**config.mk**
```make
export PLATFORM = sky130hd
export DESIGN_NAME = serial_adder_ctrl
export DESIGN_NICKNAME = d
export VERILOG_FILES = /design/src/rtl/serial_adder_ctrl_pkg.sv /design/src/rtl/full_adder.sv /design/src/rtl/serial_adder_ctrl.sv
export SDC_FILE = /design/constraint.sdc
export NUM_CORES = 1
export LEC_CHECK = 0
export CORE_MARGIN = 2
export CORE_UTILIZATION = 45
export DETAILED_ROUTE_END_ITERATION = 8
export PLACE_DENSITY_LB_ADDON = 0.15
export SETUP_SLACK_MARGIN = 0.1
export SLEW_MARGIN = 20
export SYNTH_ARGS = -nofsm -noshare
export SYNTH_HDL_FRONTEND = slang
export SYNTH_HIERARCHICAL = 1
export SYNTH_SLANG_ARGS = --single-unit
```
**constraint.sdc**
```tcl
create_clock -name clk -period 1.3 [get_ports clk]
set_input_delay 0.26 -clock clk [delete_from_list [all_inputs] [get_ports clk]]
set_output_delay 0.26 -clock clk [all_outputs]
set_load 0.005 [all_outputs]
```
**src/rtl/serial_adder_ctrl_pkg.sv**
```systemverilog
// rtl/serial_adder_ctrl_pkg.sv - state encoding and counter sizing for the bit-serial adder
package serial_adder_ctrl_pkg;

   localparam logic [1:0] ST_IDLE  = 2'd0;
   localparam logic [1:0] ST_SHIFT = 2'd1;
   localparam logic [1:0] ST_DONE  = 2'd2;

   typedef enum logic [1:0] {
      S_IDLE  = ST_IDLE,
      S_SHIFT = ST_SHIFT,
      S_DONE  = ST_DONE
   } state_t;

   // Bit-position counter width; a 1-bit operand still needs a 1-bit counter.
   function automatic int cnt_width(input int w);
      int c;
      c = $clog2(w);
      return (c < 1) ? 1 : c;
   endfunction

endpackage

```
**src/rtl/full_adder.sv**
```systemverilog
// rtl/full_adder.sv - single-bit full adder cell
module full_adder (
   input  logic a,
   input  logic b,
   input  logic cin,
   output logic sum,
   output logic cout
);

   assign sum  = a ^ b ^ cin;
   assign cout = (a & b) | (cin & (a ^ b));

endmodule

```
**src/rtl/serial_adder_ctrl.sv**
```systemverilog
// rtl/serial_adder_ctrl.sv - sequences one full_adder cell LSB-first across WIDTH cycles
module serial_adder_ctrl #(
   parameter int WIDTH = 8
) (
   input  logic             clk,
   input  logic             rst_n,
   input  logic             start,
   input  logic [WIDTH-1:0] a,
   input  logic [WIDTH-1:0] b,
   input  logic             cin,
   output logic             ready,
   output logic             busy,
   output logic             done,
   output logic [WIDTH-1:0] sum,
   output logic             cout
);

   import serial_adder_ctrl_pkg::*;

   localparam int            CW   = cnt_width(WIDTH);
   localparam logic [CW-1:0] LAST = CW'(WIDTH - 1);

   state_t           r_state;
   logic [WIDTH-1:0] r_a_sh;
   logic [WIDTH-1:0] r_b_sh;
   logic [WIDTH-1:0] r_s_sh;
   logic             r_carry;
   logic [CW-1:0]    r_cnt;
   logic             r_ready;
   logic             r_busy;
   logic             r_done;
   logic [WIDTH-1:0] r_sum;
   logic             r_cout;

   logic             w_fa_sum;
   logic             w_fa_cout;
   logic [WIDTH-1:0] w_s_next;

   full_adder u_fa (
      .a    (r_a_sh[0]),
      .b    (r_b_sh[0]),
      .cin  (r_carry),
      .sum  (w_fa_sum),
      .cout (w_fa_cout)
   );

   // New sum bit enters at the MSB so the LSB-first stream lands in place after WIDTH shifts.
   assign w_s_next = WIDTH'({w_fa_sum, r_s_sh} >> 1);

   always_ff @(posedge clk or negedge rst_n) begin
      if (!rst_n) begin
         r_state <= S_IDLE;
         r_a_sh  <= '0;
         r_b_sh  <= '0;
         r_s_sh  <= '0;
         r_carry <= 1'b0;
         r_cnt   <= '0;
         r_ready <= 1'b1;
         r_busy  <= 1'b0;
         r_done  <= 1'b0;
         r_sum   <= '0;
         r_cout  <= 1'b0;
      end else begin
         case (r_state)
            S_IDLE: begin
               if (start) begin
                  r_a_sh  <= a;
                  r_b_sh  <= b;
                  r_carry <= cin;
                  r_cnt   <= '0;
                  r_state <= S_SHIFT;
                  r_ready <= 1'b0;
                  r_busy  <= 1'b1;
               end
            end
            S_SHIFT: begin
               r_a_sh  <= r_a_sh >> 1;
               r_b_sh  <= r_b_sh >> 1;
               r_s_sh  <= w_s_next;
               r_carry <= w_fa_cout;
               r_cnt   <= r_cnt + CW'(1);
               if (r_cnt == LAST) begin
                  r_sum   <= w_s_next;
                  r_cout  <= w_fa_cout;
                  r_state <= S_DONE;
                  r_done  <= 1'b1;
               end
            end
            S_DONE: begin
               r_state <= S_IDLE;
               r_done  <= 1'b0;
               r_busy  <= 1'b0;
               r_ready <= 1'b1;
            end
            default: begin
               r_state <= S_IDLE;
               r_done  <= 1'b0;
               r_busy  <= 1'b0;
               r_ready <= 1'b1;
            end
         endcase
      end
   end

   assign ready = r_ready;
   assign busy  = r_busy;
   assign done  = r_done;
   assign sum   = r_sum;
   assign cout  = r_cout;

endmodule
```
Word level (Yosys, flattened, before mapping)
Index checks and enable logic that the tools add are counted.
W data, S select, Z words.

word-level totals
  bits in registers = 42
  bits in latches = 0
  memory bits (writable) = 0
  bits in read-only memories = 0
  bits of input ports = 20
  word-level logic and storage cells = 47
  memories = 0

cells by class
  $add $sub $neg = 1
  multipliers = 0
  div/mod/pow operators = 0
  magnitude comparators = 0
  eq/ne operators = 4
  shift operators = 0
  muxes and demuxes = 17
  bitwise operators = 7
  reductions and logical operators = 7

operators with widths
  kind                   number
  $pmux W8 S2            2
  $mux W8                2
  $reduce_and A2 Y1      5
  $pmux W1 S2            4
  $pmux W3 S2            1
  $mux W1                4
  $mux W2                2
  $ne A2 B2 Y1 const B   2
  $pmux W2 S2            1
  $add A3 B1 Y3 const B  1
  $eq A3 B3 Y1 const B   1
  $mux W3                1
  $and A1 B1 Y1          2
  $eq A2 B1 Y1 const B   1
  $logic_not A2 Y1       1
  $not A1 Y1             2
  $reduce_bool A2 Y1     1
  $xor A1 B1 Y1          2
  $or A1 B1 Y1           1

Logic depth before layout (Yosys ltp)
Gate-level depths: netlist of run 1.

  depth after elaboration = 4
  gate-level depth with buffers = 5

Modules after synthesis
The synthesis of run 1 kept the hierarchy.

modules (own cells, without submodules)
  module             times used  cells each  area an instance (sq um)  seq. area each (sq um)
  serial_adder_ctrl  1           149         1924.3                    1027.2
  full_adder         1           1           20.0                      0.0

Worst setup path after synthesis of run 1
No wires, ideal clock.

  path type = register -> register
  from = register r_cnt[0]
  to = register r_cout, in the netlist cout
  library setup time = 0.125 ns
  arrival = 1.305 ns
  required time = 1.175 ns
  path slack = -0.130 ns
  cell stages (with the launch flop) = 6
  path buffers = 1
  period minus slack after synthesis = 1.430 ns
  cells stage by stage = dfrtp_1 -> ha_1 -> ha_1 -> nand3b_4 -> buf_6 -> mux2_4

on the way
  word-level cells in the longest chain between the ends = 2

ends and longest elaborated chain
  element                             line                     source
  start, declared                     serial_adder_ctrl.sv:28  logic [CW-1:0] r_cnt;
  start signal, assigned              serial_adder_ctrl.sv:81  r_cnt <= r_cnt + CW'(1);
  $eq A3 B3 Y1                        serial_adder_ctrl.sv:82  if (r_cnt == LAST) begin
  $reduce_and A2 Y1 (no source line)  --
  end signal, assigned                serial_adder_ctrl.sv:84  r_cout <= w_fa_cout;
  end, declared                       serial_adder_ctrl.sv:33  logic r_cout;

Every way passes these cells.
A chain may end at the register's enable or synchronous reset.

Final worst setup path of run 1
  from = register r_carry
  to = register r_sum[7], in the netlist sum[7]

on the way
  word-level cells in the longest chain between the ends = 1

ends and longest elaborated chain
  element                 line                     source
  start, declared         serial_adder_ctrl.sv:27  logic r_carry;
  start signal, assigned  serial_adder_ctrl.sv:69  r_carry <= cin;
  start signal, assigned  serial_adder_ctrl.sv:80  r_carry <= w_fa_cout;
  $xor A1 B1 Y1           full_adder.sv:10         assign sum = a ^ b ^ cin;
  named net w_fa_sum      serial_adder_ctrl.sv:35  logic w_fa_sum;
  end signal, assigned    serial_adder_ctrl.sv:83  r_sum <= w_s_next;
  end, declared           serial_adder_ctrl.sv:32  logic [WIDTH-1:0] r_sum;

The timed path passes the listed nets, and every way through them passes these cells.

==> flow_metrics.env, run 1 <==
export IMPL_crit_buf_inv=0
export IMPL_io_buffers=31
export IMPL_cp_top_family="adder cells"
export IMPL_cp_start_kind="flop"
export IMPL_outcome="finished, violations left"
export IMPL_cp_end_kind="flop"
export IMPL_placed_cell_area_um2=2380
export IMPL_finalClockSkew_ns=0.00818
export IMPL_setup_viol=10
export IMPL_fmax_mhz=744
export IMPL_syn_instance_count=150
export IMPL_pre_cts_ws_ns=-0.285
export IMPL_routabilityCongestion=0.745
export IMPL_antenna_left=0
export IMPL_numClockSinks=41
export IMPL_syn_nets=173
export IMPL_clk_insertion_delay_late_ns=0.30
export IMPL_hp_class="in -> async"
export IMPL_yosysSeqAreaShare=0.528
export IMPL_die_width_um=69.7
export IMPL_detail_route_wl_per_cell_um=19.1
export IMPL_viasPerCell=5.46
export IMPL_htreeDepth=2
export IMPL_total_power_w=0.00703
export IMPL_die_h_um=69.7
export IMPL_area_growth_pct=58.2
export IMPL_ioPinCount=32
export IMPL_num_rows=23
export IMPL_cts_buffers=5
export IMPL_nets=233
export IMPL_crit_arrival_ns=1.52
export IMPL_drtIter0Drc=43
export IMPL_yosys_warnings=6
export IMPL_grt_pass1_vias=1585
export IMPL_dpl_cell_count=233
export IMPL_synth_seq_cells=41
export IMPL_grt_max_degree=27
export IMPL_drt_first_pass_iters=4
export IMPL_place_hpwl_um=2560
export IMPL_drive_above_1_share=0.490
export IMPL_post_route_util=0.753
export IMPL_path_cells="fa_1 > mux2_4"
export IMPL_period_share=1.03
export IMPL_cp_required_ns=1.48
export IMPL_start_util=0.476
export IMPL_vias=1420
export IMPL_instances_no_fill=260
export IMPL_synth_cell_types=23
export IMPL_antenna_found_initial=0
export IMPL_cts_buffer_depth=2
export IMPL_path_clk_slew_ns=0.08
export IMPL_slowest_delay_ns=0.53
export IMPL_min_period_ns=1.34
export IMPL_die_area_um2=4860
export IMPL_avgSynthCellArea_um2=13.0
export IMPL_power_density_nw_per_um2=2280
export IMPL_synth_area_um2=1940
export IMPL_diodes=0
export IMPL_crit_fanout=2
export IMPL_ir_drop_mv=1.15
export IMPL_rsz0062_at_grt="yes"
export IMPL_hold_viol=0
export IMPL_max_slew_margin=0.741
export IMPL_core_um2=4090
export IMPL_criticalPathCategory="reg -> reg"
export IMPL_cts_tree="built"
export IMPL_max_cap_viol_count=0
export IMPL_setup_ws_ns=-0.0434
export IMPL_fin_area_um2=3080
export IMPL_maxSlewViolCount=0
export IMPL_violations="negative setup slack"
export IMPL_tightest_slew_ns=0.389
export IMPL_grt_usage=0.230
export IMPL_route_detailed_drc=0
export IMPL_totalWireLength_um=4960
export IMPL_grt_remaining_overflow=0
export IMPL_cts_root_buffer_cell="clkbuf_8"
export IMPL_grt_first_pass_wirelength_um=8650
export IMPL_slowest_stage="fa_1"
export IMPL_p_leak_nw=1.41
==> flip-flops by register name, indices dropped and copies added, names as in the netlist, 2 cells and up <==
register	count
r_state	2
sum	8
r_cnt	3
r_a_sh	8
r_b_sh	8
r_s_sh	7
==> worst register-to-register path: stages, from the launching register on <==
cell and delay, ns:
dfrtp_1 0.40, fa_1 0.53, mux2_4 0.29
==> synthesized netlist by cell type (all sizes together) <==
| cell type | n | area [um2] |
|---|---|---|
| nor3b | 14 | 105 |
| a21o | 1 | 7.51 |
| ha | 2 | 25.0 |
| dfrtp | 40 | 1000 |
| dfstp | 1 | 26.3 |
| a22o | 4 | 35.0 |
| nor2b | 1 | 13.8 |
| nor4b | 15 | 131 |
| a211oi | 13 | 97.6 |
| fa | 1 | 20.0 |
| inv | 18 | 67.6 |
| nand2b | 2 | 12.5 |
| nand3b | 1 | 20.0 |
| buf | 11 | 92.6 |
| clkbuf | 2 | 8.75 |
| a221oi | 2 | 17.5 |
| a21oi | 3 | 15.0 |
| o21bai | 1 | 18.8 |
| mux2 | 17 | 225 |
| nor2 | 1 | 3.75 |
==> metal layers <==
| metal | wire length [um] | track usage | up-vias | part of all wire |
|---|---|---|---|---|
| li1 | - | - | 658 | - |
| met4 | 72 | 0.0769 | 0 | 0.015 |
| met3 | 131 | 0.0363 | 8 | 0.026 |
| met5 | 0 | 0 | - | 0 |
| met2 | 2610 | 0.396 | 28 | 0.53 |
| met1 | 2150 | 0.296 | 726 | 0.43 |
==> logic make-up after synthesis <==
group	share of synthesized area
flip-flops	0.528
AND/OR/NAND/NOR	0.147
buffers and inverters	0.0869
AO/OA/AOI/OAI	0.0985
multiplexers	0.116
adder cells (fa/ha/maj)	0.0232
==> power by group <==
| part | internal [W] | total, W | switching, W |
|---|---|---|---|
| sequential | 0.00190 | 0.00232 | 0.000427 |
| clock | 0.000422 | 0.000850 | 0.000429 |
| combinational | 0.00234 | 0.00385 | 0.00151 |
==> cell type report <==
type | count | area (um2)
well taps | 50 | 62.6
clock buffers | 7 | 86.3
fillers | 248 | 1010
repair buffers | 65 | 697
multi-input cells | 79 | 1130
flip-flops and latches | 41 | 1030
inverters | 18 | 67.6
==> per-stage QoR <==
stage,hold slack (ns),setup TNS (ns)
finish,0.408,-0.262
global route,0.442,-0.542
CTS,0.420,-0.225
detailed placement,0.213,-4.79
global placement,0.198,-3.74
floorplan,-0.0356,-0.374
==> layout by cell type (no fill, tap or decap) <==
master           count
a221oi_2             1
mux2_4              17
a22o_1               4
nand3b_4             2
nor4b_2              3
clkbuf_16            1
a21o_1               1
ha_4                 1
nor2b_4              1
dfrtp_2              2
nor2_1               1
a211oi_2            13
buf_6                3
buf_2                2
nor3b_1             12
clkdlybuf4s15_1     11
dlygate4sd3_1        1
ha_2                 1
clkbuf_8             6
dfrtp_1             38
dfstp_2              1
buf_8                1
buf_4               21
buf_12               6
a21oi_1              1
nor4b_4             12
bufbuf_16            1
a221oi_4             1
o21bai_4             1
clkbuf_1             1
inv_1               18
nand2b_4             2
dlymetal6s2s_1       1
clkdlybuf4s50_1     17
nor3b_2              2
fa_1                 1
a21oi_2              2
==> worst paths after layout <==
| path | start | slack, ns | cells past startpoint | to |
|---|---|---|---|---|
| setup / recovery | r_carry$_DFFE_PN0P_ | -0.04 | 2 | sum[7]$_DFFE_PN0P_ |
| hold / removal | rst_n | 0.41 | 2 | sum[0]$_DFFE_PN0P_ |
| setup reg to reg | r_carry$_DFFE_PN0P_ | -0.04 | 2 | sum[7]$_DFFE_PN0P_ |
| hold reg to reg | done$_DFFE_PN0P_ | 0.50 | 2 | done$_DFFE_PN0P_ |
| max in group asynchronous | rst_n | 0.41 | 3 | r_state[1]$_DFFE_PN0P_ |
| min in group clk | done$_DFFE_PN0P_ | 0.50 | 2 | done$_DFFE_PN0P_ |
==> timing repair <==
item                                    CTS  global route
pin swaps                                24             5
cloned                                    4             0
endpoints found under the hold margin    14             0
hold buffers                              1             0
buffers inserted                         12             5
endpoints found under the setup margin   48            45
gates resized for setup                  80            15
(Power assumes the default switching activity.)
==> inputs of run 2 (changes only) <==
==> constraint.sdc (replaced) <==
create_clock -name clk -period 1.3 [get_ports clk]
set_input_delay 0.13 -clock clk [delete_from_list [all_inputs] [get_ports clk]]
set_output_delay 0.13 -clock clk [all_outputs]
set_load 0.005 [all_outputs]
==> run 2 against run 1 <==
The flow still finishes with violations (negative setup slack). Sequential power about the same. Via count about the same. Utilization down 2.0 points. Count of clock-buffer cells in the layout down 1. First-iteration DRC count up 63%.
==> flow_metrics.env, run 2 (synthesized netlist as in run 1, its figures left out) <==
export IMPL_finalClockSkew_ns=0.00715
export IMPL_tightest_slew_ns=0.365
export IMPL_hp_class="in -> async"
export IMPL_grt_remaining_overflow=0
export IMPL_maxSlewViolCount=0
export IMPL_htreeDepth=2
export IMPL_grt_first_pass_wirelength_um=6790
export IMPL_io_buffers=31
export IMPL_criticalPathCategory="reg -> reg"
export IMPL_ioPinCount=32
export IMPL_ir_drop_mv=1.39
export IMPL_final_cell_mix="dfrtp_1 (38), inv_1 (18), clkdlybuf4s50_1 (18), buf_4 (18), mux2_4 (17)"
export IMPL_p_leak_nw=1.37
export IMPL_antenna_left=0
export IMPL_cts_root_buffer_cell="clkbuf_8"
export IMPL_numClockSinks=41
export IMPL_route_detailed_drc=0
export IMPL_die_h_um=69.7
export IMPL_pre_cts_ws_ns=-0.122
export IMPL_critPathCapture="cout$_DFFE_PN0P_"
export IMPL_max_cap_viol_count=0
export IMPL_placed_cell_area_um2=2360
export IMPL_clk_insertion_delay_late_ns=0.29
export IMPL_area_growth_pct=54.1
export IMPL_totalWireLength_um=4520
export IMPL_max_slew_margin=0.757
export IMPL_r2r_slack_ns=-0.06
export IMPL_place_hpwl_um=2470
export IMPL_path_clk_slew_ns=0.08
export IMPL_critPathLaunch="r_cnt[1]$_DFFE_PN0P_"
export IMPL_hold_slack_ns=0.274
export IMPL_die_area_um2=4860
export IMPL_grt_max_degree=34
export IMPL_drtIter0Drc=70
export IMPL_detail_route_wl_per_cell_um=17.5
export IMPL_cts_tree="built"
export IMPL_min_period_ns=1.36
export IMPL_cp_start_kind="flop"
export IMPL_drive_above_1_share=0.481
export IMPL_fmax_mhz=736
export IMPL_crit_arrival_ns=1.54
export IMPL_setup_viol=11
export IMPL_num_rows=23
export IMPL_fin_area_um2=3000
export IMPL_fin_setup_tns_ns=-0.401
export IMPL_cp_end_kind="flop"
export IMPL_power_density_nw_per_um2=2250
export IMPL_seqCellArea_um2=1030
export IMPL_die_width_um=69.7
export IMPL_antenna_found_initial=0
export IMPL_layout_commonest_cell="dfrtp_1"
export IMPL_diodes=0
export IMPL_period_share=1.05
export IMPL_outcome="finished, violations left"
export IMPL_multi_input_area_um2=1100
export IMPL_fillers=279
export IMPL_crit_fanout=5
export IMPL_cp_required_ns=1.48
export IMPL_viasPerCell=5.50
export IMPL_cts_buffers=5
export IMPL_hold_viol=0
export IMPL_rr_startpoint="r_cnt[1]$_DFFE_PN0P_"
export IMPL_vias=1419
export IMPL_grt_usage=0.175
export IMPL_violations="negative setup slack"
export IMPL_grt_pass1_vias=1384
export IMPL_routabilityCongestion=0.745
export IMPL_worstRegToRegCells=4
export IMPL_core_um2=4090
export IMPL_drt_first_pass_iters=4
export IMPL_nets=230
export IMPL_rsz0062_at_grt="yes"
export IMPL_setup_ws_ns=-0.0593
export IMPL_r2r_end="cout$_DFFE_PN0P_"
export IMPL_cts_buffer_depth=2
export IMPL_start_util=0.476
## run 2: cell types whose count changed in the layout (fill, tap and decap cells not counted), sizes merged
cell	delta
dlymetal6s2s	-1
bufbuf	-1
clkdlybuf4s50	+1
buf	-4
dlygate4sd2	+11
clkdlybuf4s15	-10
clkinv	+2
## run 2: worst min path at each step
stage	endpoint	cells past startpoint	slack (ns)	start
detailed placement	sum[0]$_DFFE_PN0P_	1	0.06	rst_n
finish	sum[0]$_DFFE_PN0P_	2	0.27	rst_n
global placement	sum[1]$_DFFE_PN0P_	1	0.05	rst_n
CTS	sum[0]$_DFFE_PN0P_	2	0.28	rst_n
global route	sum[0]$_DFFE_PN0P_	2	0.28	rst_n
floorplan	busy$_DFFE_PN0P_	0	-0.17	rst_n
## run 2: power breakdown
| part | switching [W] | internal (W) |
|---|---|---|
| clock network | 0.000443 | 0.000430 |
| logic | 0.00141 | 0.00214 |
| registers | 0.000421 | 0.00190 |
## run 2: stage by stage
step	total power (W)	util	std cells
2_1_floorplan	0.00383	-	150
3_3_place_gp	0.00456	0.578	231
3_5_place_dp	0.00468	0.578	231
4_1_cts	0.00572	0.626	250
5_1_grt	0.00719	0.733	258
6_report	0.00675	0.733	258
## run 2: critical path, stage by stage (launching register included)
cell,delay [ns]
dfrtp_1,0.39
ha_2,0.20
ha_4,0.18
nand3b_4,0.15
mux2_4,0.32
## run 2: timing repair
item,CTS,global route
setup endpoints to repair,49,39
setup buffers,9,6
hold buffers,1,0
resized for setup,18,59
cloned,1,2
pin swaps,2,13
hold endpoints to repair,12,0
## run 2: final cells by class
type / count / share of cell area
multi-input cells: 79 / 0.366
clock inverters: 2 / 0.00459
repair buffers: 62 / 0.214
flip-flops and latches: 41 / 0.344
well taps: 50 / 0.0209
inverters: 18 / 0.0226
clock buffers: 6 / 0.0276
## run 2: layer usage
layer | track usage | share of wire
met5 | 0 | 0
met4 | 0.0577 | 0.011
met3 | 0.0480 | 0.036
met2 | 0.260 | 0.51
met1 | 0.250 | 0.45
==> variant: new RTL, config.mk and constraints of run 2 <==
Reset style: synchronous (`rst_n`), changed in one clocked block.
--- a/src/rtl/serial_adder_ctrl.sv
+++ b/src/rtl/serial_adder_ctrl.sv
@@ -47,7 +47,7 @@
    // New sum bit enters at the MSB so the LSB-first stream lands in place after WIDTH shifts.
    assign w_s_next = WIDTH'({w_fa_sum, r_s_sh} >> 1);
 
-   always_ff @(posedge clk or negedge rst_n) begin
+   always_ff @(posedge clk) begin
       if (!rst_n) begin
          r_state <= S_IDLE;
          r_a_sh  <= '0;
Check against the original RTL: differs if rst_n is asserted again (counterexample within 4 cycles, from zero or initial values and one cycle with rst_n low); with rst_n held inactive, the same outputs for 10 cycles.
==> variant against run 2 <==
- sequential share of layout area increased by 1.7 points
- critical path depth is 3 higher
- cell area is 23% lower
- routed wire length decreased by 17%
- core utilization decreased by 9.2 points
- worst setup slack improved by 0.14 ns
- synthesized cell count is 8.7% higher
- area after synthesis fell by 15%
- sequential cell count unchanged
- global-route usage rose by 1.1 points
Power is not compared: it rests on default switching activity, and its combinational part moved more than twofold at a synthesized area within 25%.
==> variant: results (changes against run 2) <==
* Clock Root Buffer: clkbuf_8
* H-tree depth at 2 (unchanged)
* Post-synth ARST share at 0% (-100 points)
* Non-clock buffer share at 20.6% (-0.80 points)
* Worst VDD drop at 0.443 mV
* Worst EP arrival at 1.44 ns (-0.10 ns)
* Multi-input gate count at 107 (+35%)
* Global-route wire length before repair at 5.91 mm (-13%)
* Via count of the first global-routing pass at 1305 (-5.7%)
* 1st-pass router iterations at 4 (unchanged)
* Vias/cell at 5.48 (-0.36%)
* Final Slew Violations at 0 (unchanged)
* Rel. slew slack at 81.8% (+6.1 points)
* Routed vias at 1381 (-2.7%)
* Register clock-pin slew on the reported worst setup and hold paths at 0.08 ns (about the same)
* Register area at 833 µm² (-19%)
* Most frequent cells after synthesis: dfxtp_1 (41), nand2_1 (24), a21boi_0 (16)
* Antenna Cells at 0 (unchanged)
* Cells after synthesis at 163 (+8.7%)
* Fraction of area in multi-input gates at 37.0% (+0.35 points)
* Inverters at 1 (-17)
* Synth Net Count at 186 (+7.5%)
* Fillers at 306 (+9.7%)
* Seq/Total Area, Yosys at 49.4% (-3.4 points)
* Final-layout clock buffer total at 6 (unchanged)
* First-iteration detailed-routing DRC count at 60 (-14%)
* Bufs w/o clock at 47 (-24%)
* Yosys cell types at 27 (+17%)
* Share of cells above drive strength 1 at 27.9% (-20 points)
* Pin count of the biggest net entering global routing at 39 (+15%)
* CTS max path bufs at 2 (unchanged)
* Nets at 226 (-1.7%)
* Initial antenna violation count at 0 (unchanged)
* Critical Path Fanout Max at 4 (-1)
* Status: finished clean
* CTS Buf Count at 5 (unchanged)
* Clock network area share at 3.57% (+0.36 points)
* DR DRC count at 0 (unchanged)
* Yosys reg bits at 41 (unchanged)
* PortBufs at 31 (unchanged)
* WL/cell at 14.9 µm (-15%)
* Dpl cells at 238 (+3.0%)
* Placer Congestion at 0.724 (-2.8%)
* Clk_lat worst skew at 0.29 ns (about the same)
* Post-DP HPWL at 2.29 mm (-7.3%)
* Synth warn at 6 (unchanged)
* Top post-synthesis cells by area: dfxtp_1 (49%), a21boi_0 (7.2%), o21a_1 (6.8%)
* Worst Skew at 0.00875 ns (+0.00160 ns)
* Worst hold path class: flop to flop
* GRT Util Overall at 18.6% (+1.1 points)
==> variant: metrics by stage <==
stage	setup slack [ns]	area, µm²	TNS (ns)
after global placement	-0.261	2050	-3.86
after floorplan	-0.0402	1660	-0.402
final	0.0848	2310	0
after CTS	0.0683	2220	0
after detailed placement	-0.303	2050	-4.65
after global routing	0.0306	2310	0
==> variant: cells by family (layout without fill, tap and decap cells) <==
group / count (synthesis) / in the layout / share of synthesized area, %
simple gates: 47 / 47 / 13.9
fa+ha+maj: 3 / 3 / 2.71
buf+inv: 15 / 56 / 4.97
compound gates: 57 / 57 / 29.0
flops: 41 / 41 / 49.4
==> variant: routing by layer <==
| layer | track usage [%] | vias up | wire length (µm) |
|---|---|---|---|
| li1 | - | 665 | - |
| met1 | 22.3 | 675 | 1700 |
| met2 | 30.9 | 34 | 1830 |
| met3 | 6.08 | 7 | 153 |
| met4 | 7.18 | 0 | 73 |
| met5 | 0 | - | 0 |
==> variant: where the power goes <==
part / internal, mW / switching (mW)
clock: 0.372 / 0.429
combinational: 0.211 / 0.153
sequential: 1.33 / 0.0436
total: 1.91 / 0.625
==> variant: worst max-delay path: stages, from the launching register on <==
cell and delay [ns]:
dfxtp_2 0.34, ha_4 0.16, ha_4 0.15, nand3b_1 0.09
buf_6 0.13, buf_16 0.12, nand2_4 0.04, a21boi_2 0.12
==> variant: path summary, 6_finish.rpt <==
kind | startpoint | end | cells after the start | slack (ns)
worst min register to register | busy | busy | 2 | 0.45
worst max-delay path | r_cnt[0] | cout | 7 | 0.08
worst min-delay path | busy | busy | 2 | 0.45
worst max register to register | r_cnt[0] | cout | 7 | 0.08
==> variant: what timing repair did <==
item,4_1_cts,5_1_grt
pin swaps,11,8
endpoints found under the hold margin,0,0
resized for setup,40,25
setup endpoints to repair,39,33
buffers inserted,2,1
gates cloned,1,2
